--- src/rtl/load_store_unit.sv ---
`default_nettype none
// +----------------------------------------------------------------------------+
// | Module  : load_store_unit                                                  |
// | Brief   : Memory stage of load/store instructions. Builds byte enables and |
// |           replicated write data, and extracts and extends load data. The   |
// |           core is stalled from request acceptance until memory responds.   |
// | Options : MISALIGN_TRAP_EN - trap misaligned H/HU/W accesses instead of    |
// |           issuing them (misalign_o pulses, no memory request is made).     |
// | Revision: 1.0 - initial release                                            |
// +----------------------------------------------------------------------------+
module load_store_unit #(
    parameter int ADDR_W = 32
) (
    input  logic              clk_i,
    input  logic              rst_ni,
    input  logic              core_req_i,
    input  logic              core_we_i,
    input  logic [2:0]        core_size_i,
    input  logic [ADDR_W-1:0] core_addr_i,
    input  logic [31:0]       core_wd_i,
    output logic [31:0]       core_rd_o,
    output logic              core_stall_o,
    output logic              mem_req_o,
    output logic              mem_we_o,
    output logic [3:0]        mem_be_o,
    output logic [ADDR_W-1:0] mem_addr_o,
    output logic [31:0]       mem_wd_o,
    input  logic [31:0]       mem_rd_i,
    input  logic              mem_ready_i,
    output logic              misalign_o
);

    // Size codes as produced by the main decoder
    localparam logic [2:0] c_ldst_b  = 3'b000;
    localparam logic [2:0] c_ldst_h  = 3'b001;
    localparam logic [2:0] c_ldst_bu = 3'b100;
    localparam logic [2:0] c_ldst_hu = 3'b101;

    // FSM state encoding
    localparam logic [1:0] c_st_idle = 2'd0;
    localparam logic [1:0] c_st_req  = 2'd1;
    localparam logic [1:0] c_st_done = 2'd2;

    logic [1:0]        r_state;
    logic              r_mem_req;
    logic              r_mem_we;
    logic [3:0]        r_mem_be;
    logic [ADDR_W-1:0] r_mem_addr;
    logic [31:0]       r_mem_wd;
    logic [31:0]       r_core_rd;
    logic [2:0]        r_size;
    logic [1:0]        r_off;
    logic              r_misalign;

    logic [1:0]        w_off;
    logic [3:0]        w_be;
    logic [31:0]       w_wd;
    logic [7:0]        w_ld_byte;
    logic [15:0]       w_ld_half;
    logic [31:0]       w_ld;
    logic              w_misalign;
    logic              w_stall;

    assign w_off = core_addr_i[1:0];

    // Byte-lane enables and replicated store data for the incoming request;
    // undefined size codes fall through to the full-word case
    always_comb begin
        w_be = 4'b1111;
        w_wd = core_wd_i;
        case (core_size_i)
            c_ldst_b, c_ldst_bu: begin
                w_be = 4'b0001 << w_off;
                w_wd = {4{core_wd_i[7:0]}};
            end
            c_ldst_h, c_ldst_hu: begin
                w_be = 4'b0011 << {w_off[1], 1'b0};
                w_wd = {2{core_wd_i[15:0]}};
            end
            default: begin
                w_be = 4'b1111;
                w_wd = core_wd_i;
            end
        endcase
    end

    // Lane extraction and sign/zero extension of the returned memory word,
    // driven by the size/offset captured at acceptance
    always_comb begin
        w_ld_byte = mem_rd_i[7:0];
        case (r_off)
            2'd0:    w_ld_byte = mem_rd_i[7:0];
            2'd1:    w_ld_byte = mem_rd_i[15:8];
            2'd2:    w_ld_byte = mem_rd_i[23:16];
            default: w_ld_byte = mem_rd_i[31:24];
        endcase
        w_ld_half = r_off[1] ? mem_rd_i[31:16] : mem_rd_i[15:0];
        w_ld      = mem_rd_i;
        case (r_size)
            c_ldst_b:  w_ld = {{24{w_ld_byte[7]}}, w_ld_byte};
            c_ldst_bu: w_ld = {24'h000000, w_ld_byte};
            c_ldst_h:  w_ld = {{16{w_ld_half[15]}}, w_ld_half};
            c_ldst_hu: w_ld = {16'h0000, w_ld_half};
            default:   w_ld = mem_rd_i;
        endcase
    end

`ifdef MISALIGN_TRAP_EN
    // Halfwords need an even address, words need a word-aligned address
    always_comb begin
        w_misalign = 1'b0;
        case (core_size_i)
            c_ldst_b, c_ldst_bu: w_misalign = 1'b0;
            c_ldst_h, c_ldst_hu: w_misalign = w_off[0];
            default:             w_misalign = (w_off != 2'b00);
        endcase
    end
`else
    // No alignment check: low address bits only select lanes
    assign w_misalign = 1'b0;
`endif

    // Request sequencing: accept in IDLE, hold the port in REQ until ready,
    // then one DONE cycle with the stall released so the core retires
    always_ff @(posedge clk_i or negedge rst_ni) begin
        if (!rst_ni) begin
            r_state    <= c_st_idle;
            r_mem_req  <= 1'b0;
            r_mem_we   <= 1'b0;
            r_mem_be   <= 4'b0000;
            r_mem_addr <= '0;
            r_mem_wd   <= 32'h0000_0000;
            r_core_rd  <= 32'h0000_0000;
            r_size     <= 3'b000;
            r_off      <= 2'b00;
            r_misalign <= 1'b0;
        end else begin
            r_misalign <= 1'b0;
            case (r_state)
                c_st_idle: begin
                    if (core_req_i) begin
                        if (w_misalign) begin
                            r_misalign <= 1'b1;
                            r_state    <= c_st_done;
                        end else begin
                            r_mem_req  <= 1'b1;
                            r_mem_we   <= core_we_i;
                            r_mem_be   <= w_be;
                            r_mem_addr <= core_addr_i;
                            r_mem_wd   <= w_wd;
                            r_size     <= core_size_i;
                            r_off      <= w_off;
                            r_state    <= c_st_req;
                        end
                    end
                end
                c_st_req: begin
                    if (mem_ready_i) begin
                        r_mem_req <= 1'b0;
                        if (!r_mem_we) begin
                            r_core_rd <= w_ld;
                        end
                        r_state <= c_st_done;
                    end
                end
                c_st_done: begin
                    r_state <= c_st_idle;
                end
                default: begin
                    r_state   <= c_st_idle;
                    r_mem_req <= 1'b0;
                end
            endcase
        end
    end

    // Stall follows the request while idle, holds through REQ, and is forced
    // low while reset is asserted
    always_comb begin
        w_stall = 1'b0;
        case (r_state)
            c_st_idle: w_stall = core_req_i;
            c_st_req:  w_stall = 1'b1;
            default:   w_stall = 1'b0;
        endcase
    end

    assign core_stall_o = w_stall & rst_ni;
    assign core_rd_o    = r_core_rd;
    assign mem_req_o    = r_mem_req;
    assign mem_we_o     = r_mem_we;
    assign mem_be_o     = r_mem_be;
    assign mem_addr_o   = r_mem_addr;
    assign mem_wd_o     = r_mem_wd;
    assign misalign_o   = r_misalign;

endmodule
`default_nettype wire
--- config.mk ---
export PLATFORM = sky130hd
export DESIGN_NAME = load_store_unit
export DESIGN_NICKNAME = d
export VERILOG_FILES = /design/src/rtl/load_store_unit.sv
export SDC_FILE = /design/constraint.sdc
export NUM_CORES = 1
export LEC_CHECK = 0
export BUFFER_PORTS_ARGS = -buffer_cell sky130_fd_sc_hd__buf_2
export CAP_MARGIN = 30
export CORE_MARGIN = 2
export CORE_UTILIZATION = 36
export CTS_CLUSTER_DIAMETER = 80
export DETAILED_ROUTE_END_ITERATION = 10
export PLACE_DENSITY = 0.72
export SLEW_MARGIN = 15
export SYNTH_ARGS = -nofsm -noshare
export SYNTH_HDL_FRONTEND = slang
export SYNTH_SLANG_ARGS = --single-unit
--- constraint.sdc ---
create_clock -name clk_i -period 4.75 [get_ports clk_i]
set_input_delay 0.2375 -clock clk_i [delete_from_list [all_inputs] [get_ports clk_i]]
set_output_delay 0.2375 -clock clk_i [all_outputs]
set_load 0.03 [all_outputs]
### Word level (Yosys, flattened, before mapping)

Index checks and enable logic that the tools add are counted.

| storage, ports and cells | value |
|---|---|
| bits in registers | 109 |
| bits of input ports | 104 |
| logic and storage cells | 48 |

| operators by class | value |
|---|---|
| equal/unequal tests | 12 |
| shifts and indexed selects | 2 |
| mux-type cells | 12 |
| bitwise gates (word level) | 3 |
| reduce and logical (&&, ||, !) cells | 10 |

Operator list:

| operator | count |
|---|---|
| $pmux W32 S4 | 1 |
| $pmux W32 S2 | 1 |
| $pmux W8 S3 | 1 |
| $mux W16 | 1 |
| $eq A3 B3 Y1 const B | 4 |
| $pmux W4 S2 | 1 |
| $eq A3 B1 Y1 const B | 2 |
| $logic_not A3 Y1 | 2 |
| $reduce_and A3 Y1 | 2 |
| $eq A2 B1 Y1 const B | 2 |
| $eq A2 B2 Y1 const B | 2 |
| $logic_not A2 Y1 | 2 |
| $mux W2 | 2 |
| $ne A2 B2 Y1 const B | 2 |
| $pmux W2 S2 | 1 |
| $reduce_and A2 Y1 | 2 |
| $reduce_or A2 Y1 | 2 |
| $shl A1 B2 Y4 const A | 1 |
| $shl A2 B2 Y4 const A | 1 |
| $pmux W1 S3 | 1 |
| $mux W1 | 2 |
| $not A1 Y1 | 2 |
| $pmux W1 S2 | 1 |
| $and A1 B1 Y1 | 1 |

### Longest topological paths before layout

Gate-level depths: netlist of the first run.

| depth | value |
|---|---|
| depth after elaboration | 3 |
| depth in mapped cells | 6 |
| gate-level depth less buffers | 4 |

### Least setup slack after synthesis of the first run

Ideal clock, no wire load.

| timing | value |
|---|---|
| path type | reg2reg |
| start point | register mem_addr_o[0] (netlist name) |
| end point | register r_core_rd[11] (netlist: core_rd_o[11]) |
| data arrival time | 1.661 ns |
| data required time | 4.600 ns |
| slack | 2.938 ns |
| stages on the path, launching flop included | 4 |
| buffers on the path | 0 |
| period minus slack after synthesis | 1.812 ns |
| cells stage by stage | dfrtp_1 > mux4_2 > a211oi_2 > a22oi_1 |

RTL lines:

| item | RTL line | RTL |
|---|---|---|
| end signal: assignment | 161 | `r_core_rd <= w_ld;` |
| end: declaration | 50 | `logic [31:0] r_core_rd;` |

### Worst setup path after layout of the first run

| timing | value |
|---|---|
| start point | register r_state[0] |
| end point | register r_core_rd[31] (netlist: core_rd_o[31]) |

| between the ends | value |
|---|---|
| cells in the longest elaborated chain, start to end | 2 |

Ends and longest elaborated chain:

| item | RTL line | RTL |
|---|---|---|
| start: declaration | 44 | `logic [1:0] r_state;` |
| start signal: assignment | 127 | `r_state <= c_st_idle;` |
| start signal: assignment | 144 | `r_state <= c_st_done;` |
| start signal: assignment | 153 | `r_state <= c_st_req;` |
| $eq A2 B1 Y1 | 139 | `case (r_state)` |
| $reduce_and A3 Y1 (no line) | -- |  |

No other way between the ends.
A chain may end at the register's enable or synchronous reset.

==> results of run 1 <==
==> tightest hold or removal path, delay by kind of cell <==
family | cells | cell delay [ps]
AND/OR/NAND/NOR | 2 | 80
buffers and inverters | 1 | 70
==> registers in the layout (all words and copies together), names as in the netlist <==
name	count
mem_we_o	1
mem_req_o	1
r_size	3
core_rd_o	32
mem_be_o	4
mem_addr_o	32
mem_wd_o	32
r_state	2
==> cell usage after synthesis (all sizes together) <==
master,instances,area [um^2]
conb,1,3.75
or3,1,11.3
o21ai,26,130
nand2b,6,37.5
buf,7,40.0
nand2,175,657
nand3b,1,7.51
nor3,2,10.0
a32oi,1,8.76
nor3b,1,7.51
a2bb2o,2,20.0
o21bai,2,15.0
o22ai,1,6.26
dfrtp,107,2680
a211oi,1,12.5
or3b,1,8.76
a31oi,4,25.0
a21oi,28,140
nor2,36,138
inv,6,22.5
a22oi,8,60.1
mux4,1,22.5
clkbuf,27,101
o2bb2ai,1,8.76
mux2,13,146
or4,1,7.51
nand3,33,205
a2bb2oi,1,8.76
mux2i,32,320
==> worst paths after layout <==
| check | cells past startpoint | slack [ps] | to | start |
|---|---|---|---|---|
| min in group asynchronous | 2 | 480 | mem_req_o$_DFFE_PN0P_ | rst_ni |
| worst max-delay path | 4 | 2540 | core_rd_o[31]$_DFFE_PN0P_ | r_state[0]$_DFFE_PN0P_ |
| max in group asynchronous | 3 | 3030 | core_rd_o[22]$_DFFE_PN0P_ | rst_ni |
| worst min register to register | 2 | 470 | mem_addr_o[18]$_DFFE_PN0P_ | mem_addr_o[18]$_DFFE_PN0P_ |
| worst min-delay path | 3 | 80 | mem_addr_o[14]$_DFFE_PN0P_ | core_addr_i[14] |
| worst max register to register | 4 | 2540 | core_rd_o[31]$_DFFE_PN0P_ | r_state[0]$_DFFE_PN0P_ |
==> cell families after synthesis <==
group | Yosys count | share of synthesized area, %
AOI/OAI and AO/OA | 75 | 8.96
and+or+nand+nor | 257 | 22.4
DFF | 107 | 55.1
other | 1 | 0.0772
buffers and inverters | 40 | 3.37
muxes | 46 | 10.1
==> power groups by stage <==
stage	Combinational, mW	Clock (mW)	Sequential [mW]
finish	2.21	0.761	1.63
global route	2.39	0.823	1.69
global placement	2.20	0	1.62
floorplan	0.767	0	2.38
detailed placement	2.23	0	1.63
CTS	2.23	0.782	1.63
==> stage by stage <==
step | utilization, % | instances | instance area, um^2
floorplan | - | 526 | 4860
global placement | 45.6 | 879 | 6020
detailed placement | 45.6 | 879 | 6020
CTS | 48.0 | 896 | 6330
global route | 48.0 | 896 | 6330
finish | 48.0 | 897 | 6340
==> cell type report <==
class | instances | area, um^2 | share of cell area, %
flip-flops and latches | 107 | 2680 | 42.3
multi-input cells | 379 | 2030 | 32.0
repair buffers | 212 | 1080 | 17.1
clock inverters | 5 | 61.3 | 0.968
inverters | 6 | 22.5 | 0.355
well taps | 176 | 220 | 3.48
diodes | 1 | 2.50 | 0.0395
clock buffers | 11 | 243 | 3.83
==> routing by layer <==
layer	vias to the layer above	track usage, %	part of all wire, %
li1	2124	-	-
met1	2050	26.1	44
met2	188	30.1	45
met3	20	5.19	8.6
met4	0	5.96	1.7
met5	-	0	0
==> placed cells by master (no fill, tap or decap), types with 2 or more instances in the layout <==
cell,instances
buf_2,205
nand2_1,175
dfrtp_1,107
nor2_1,35
mux2i_1,32
a21oi_1,28
o21ai_0,26
nand3_1,25
mux2_2,13
clkbuf_16,9
nand3_2,8
a22oi_1,8
inv_1,6
nand2b_1,6
buf_4,6
a31oi_1,4
clkinvlp_4,3
o21bai_1,2
a2bb2o_1,2
==> impl_results.md, run 1 <==
- Outcome: finished, final reports clean
- First-pass GRT wire length: 21900 um
- Largest delay share family, worst path: simple AND/OR/NAND/NOR gates
- Fin Setup TNS: 0 ps
- Worst Path Buf+Inv: 0
- Initial Utilization: 36.8%
- Wire per inst: 15.2 um
- Syn_nets: 630
- Static leakage: 3.40 nW
- Clock network power share: 16.5%
- Site row count: 42
- Drt pass-1 iters: 4
- Fill cells: 1294
- Final Max Tran Viols: 0
- RePlAce Congestion: 0.821
- Total Power: 4.60 mW
- Synthesis-stage register bit count: 107
- Clock latency at the later pin of the worst-skew pair: 340 ps
- Via/cell ratio: 4.89
- Crit path capture type: register
- Maximum vdd drop: 0.000317 V
- Fin crit share: 46.4%
- Critical path required time: 5010 ps
- Inserted Clock Buffers: 9
- Largest net degree at the start of global routing: 60
- Cts hold-fix bufs: 1
- Post-route setup slack: 2540 ps
- Initial antenna violation count: 1
- Min-Delay Path Class: in -> reg
- Syn_area_per_cell: 9.24 um^2
- Sinks on Clock Net: 107
- PortBufs: 206
- Crit-path max cell delay: 820 ps
- WHS: 78.5 ps
- Setup CP Type: reg -> reg
- Layout area overhead: 30.4%
- Root buf cell: clkbuf_16
- Post-cts resize count: 0
- Netlist Area Pre-Place: 4860 um^2
- Drt total wl: 13600 um
- Die area: 14400 um^2
- Clk_skew: 9.77 ps
- GRT overflow: 0
- Hold Vio Cnt, Final: 0
- Combinational cell fraction of total power: 48.1%
- Vias: 4382
- RSZ-0062 raised after global routing: no
- Worst path cell trace: nand2_1, or3_4, or4_1, nand3_1
- Crit-path slowest cell: or4_1
- Slew margin rel.: 49.7%
- Hpwl dp: 9870 um
- Die width: 120 um
- Initial DRC Count: 236
- Flop pwr share: 35.4%
- GRT Util Overall: 19.2%
- # Max-Cap Violations: 0
- Count of unique library cells instantiated by Yosys: 34
- CTS tree: yes
- Clk pin slew, worst setup/hold paths: 70 ps
- Post-CTS setup buffer count: 0
- Die Y: 120 um
- Final setup fails: 0
- Nets@finish: 819
- PwrDens: 726 nW/um^2
- Worst EP arrival: 2460 ps
- Max clock buf depth: 2
- Crit path max fanout: 40
- CP startpoint kind: register
- Pre-CTS setup slack: 2570 ps
- Share of cells above drive strength 1: 35.3%
- Cells after Synth: 526
- Switching Power: 2.18 mW
- Max Freq: 0.453 GHz
- Post-route minimum period: 2210 ps
- H-tree Lvls: 3
- Vias in the first global route: 4335
- Antenna Violating Nets Remaining: 0
- Int Pwr: 2.42 mW
- Core region area: 13200 um^2
- DR DRC count: 0
- Net Sw Frac: 47.3%
- Ports: 208
- Worst-Margin Slew: 755 ps
- Seq/Total Area, Yosys: 55.1%
- Ys Warns: 0
Power figures use the tool's default switching activity.
==> run 2: changes to the inputs <==
ABC_AREA = 1   (was not set)
clock period = 2.2 ns   (was 4.75 ns; I/O delays follow)
==> impl_results.md, run 2 <==
- Worst-Margin Slew: 570 ps (-184 ps)
- RSZ-0062 raised after global routing: no
- H-tree Lvls: 3 (unchanged)
- Drt pass-1 iters: 5 (+1)
- PwrDens: 1430 nW/um^2 (+97%)
- Wire per inst: 14.7 um (-3.4%)
- Worst path cell trace: nor2_1, nand2_2, buf_12, a21boi_0, buf_2
- Core region area: 13900 um^2 (+5.2%)
- CTS tree: yes
- Initial Utilization: 36.7% (-0.13 points)
- Fin Setup TNS: 0 ps (unchanged)
- Final setup fails: 0 (unchanged)
- Static leakage: 3.75 nW (+10%)
- Maximum vdd drop: 0.000702 V (+120%)
- Largest delay share family, worst path: buffers and inverters
- Syn_area_per_cell: 8.14 um^2 (-12%)
- Final core utilization: 49.5% (+1.5 points)
- Ports: 208 (unchanged)
- Count leader, synth: nand2_1
- Crit path capture type: primary output
- Diode count: 0 (-1)
- Most frequent cells in the layout: nand2_1 (234), buf_2 (205), dfrtp_1 (107)
- Clock latency at the later pin of the worst-skew pair: 360 ps (+20 ps)
- Final Max Tran Viols: 0 (unchanged)
- Netlist Area Pre-Place: 5100 um^2 (+4.9%)
- GRT Util Overall: 20.5% (+1.3 points)
- Synth Flop Type: dfrtp_1
- Clk pin slew, worst setup/hold paths: 70 ps (about the same)
- Ranking of synthesized cells by area: dfrtp_1 (53%), nand2_1 (17%), a21oi_1 (5.6%)
- Post-synth ARST share: 100% (unchanged)
- Fin crit share: 79.1%
- Critical path required time: 2090 ps (-2920 ps)
- Synthesis-stage register bit count: 107 (unchanged)
- Reg2Reg Depth: 6 (+2)
- Commonest non-fill, non-tap cell in the layout: nand2_1
- Ys Warns: 0 (unchanged)
- Post-synth EDFFs: 0 (unchanged)
- RePlAce Congestion: 0.882 (+7.4%)
- Yosys top cell by area: dfrtp_1
- Fill cells: 1354 (+4.6%)
- First-pass GRT wire length: 24000 um (+9.4%)
- Post-route minimum period: 1740 ps
- WHS: 20.4 ps (-58.1 ps)
- Die Y: 123 um (+2.3%)
- Share of cells above drive strength 1: 30.4% (-4.9 points)
- Vias in the first global route: 4830 (+11%)
- Met1 WL: 6400 um (+6.3%)
- Die width: 123 um (+2.3%)
- Drt total wl: 15100 um (+11%)
- Antenna Violating Nets Remaining: 0 (unchanged)
- WHS Path Cells: 3 (unchanged)
- Initial DRC Count: 336 (+42%)
- GRT overflow: 0 (unchanged)
- Critical path depth: 5 (+1)
- Synth top area share: 52.5% (-2.6 points)
- Met2 Wirelength: 6960 um (+13%)
- Inserted Clock Buffers: 9 (unchanged)
- Layout area overhead: 34.8%
- Largest net degree at the start of global routing: 104 (+73%)
- Count of unique library cells instantiated by Yosys: 27 (-21%)
- DR DRC count: 0 (unchanged)
- Crit-path max cell delay: 430 ps (-390 ps)
- Syn_nets: 730 (+16%)
- Initial antenna violation count: 0 (-1)
- Root buf cell: clkbuf_16
- Worst Path Buf+Inv: 2 (+2)
- Nets@finish: 952 (+16%)
- Min-Delay Path Class: in -> reg
- Die area: 15100 um^2 (+4.7%)
- CP startpoint kind: register
- # Max-Cap Violations: 0 (unchanged)
- Top Layer Used: met4
- Post-synth top cells: nand2_1 (234), dfrtp_1 (107), a21oi_1 (57), o21ai_0 (53), inv_1 (39)
- Crit-path slowest cell: dfrtp_1
- Crit path max fanout: 103 (+160%)
- Met3 routed WL: 1460 um (+25%)
- Total Power: 9.81 mW (+110%)
- Sinks on Clock Net: 107 (unchanged)
- Max clock buf depth: 2 (unchanged)
- Hold Vio Cnt, Final: 0 (unchanged)
- Worst EP arrival: 1630 ps (-830 ps)
- Max Freq: 0.575 GHz
- Outcome: finished, final reports clean
- Seq/Total Area, Yosys: 52.5% (-2.6 points)
- Clk_skew: 11.9 ps (+2.09 ps)
- Cells after Synth: 626 (+19%)
- Hpwl dp: 10300 um (+4.8%)
- Slew margin rel.: 62.0% (+12 points)
- Setup CP Type: reg -> out
- Post-CTS setup buffer count: 0 (unchanged)
- Via/cell ratio: 4.82 (-1.3%)
- Vias: 4980 (+14%)
- PortBufs: 206 (unchanged)
- Site row count: 43 (+2.4%)
==> run 2: path summary, 6_finish.rpt <==
path                       slack [ps]                 startpoint                    endpoint
min in group asynchronous         170                     rst_ni  mem_addr_o[25]$_DFFE_PN0P_
min                                20                mem_rd_i[6]    core_rd_o[6]$_DFFE_PN0P_
max                               460     r_state[0]$_DFFE_PN0P_                core_stall_o
max in group asynchronous        1200                     rst_ni    mem_wd_o[16]$_DFFE_PN0P_
min reg2reg                       480  core_rd_o[12]$_DFFE_PN0P_   core_rd_o[12]$_DFFE_PN0P_
max reg2reg                       660  mem_addr_o[1]$_DFFE_PN0P_   core_rd_o[27]$_DFFE_PN0P_
==> run 2: area by class of cell <==
type	count	area (um^2)	area share [%]
tap	180	225	3.28
timing repair buffer	248	1470	21.4
multi-input combinational	436	2010	29.3
inverter	46	180	2.62
clock inverter	6	62.6	0.911
sequential	107	2680	39.0
clock buffer	10	239	3.48
==> run 2: per-layer routing <==
metal  vias up  global-route usage (%)
met5         -                       0
met4         0                    8.45
met3        23                    5.40
met2       227                    33.0
met1      2284                    26.3
li1       2446                       -
==> run 2: timing repair <==
action | CTS | global route
hold buffers | 34 | 0
gates resized for setup | 0 | 0
endpoints found under the hold margin | 95 | 0
==> run 2: kinds of logic after synthesis <==
group	Yosys count	synth area share [%]
buffers and inverters	83	7.93
DFF	107	52.5
AOI/OAI and AO/OA	124	12.9
and+or+nand+nor	311	26.5
other	1	0.0736
==> run 2: worst reg2reg max path, stage by stage (launching register included) <==
cell	delay, ps
dfrtp_1	550
nand2_1	150
nand3_2	130
nand4_4	340
nand3_1	190
nand2_1	70
inv_1	50
==> run 2: report_power, final <==
group,total (mW),leakage (nW),internal [mW],switching (mW)
registers,3.32,1.31,2.81,0.506
logic,4.82,2.29,1.41,3.41
clock network,1.67,0.153,0.915,0.751
==> run 2: metrics by stage <==
stage,setup slack (ps),cell area (um^2),std cells
floorplan,456,5100,626
global placement,723,6230,983
detailed placement,675,6230,983
CTS,416,6870,1033
global route,352,6870,1033
finish,460,6870,1033
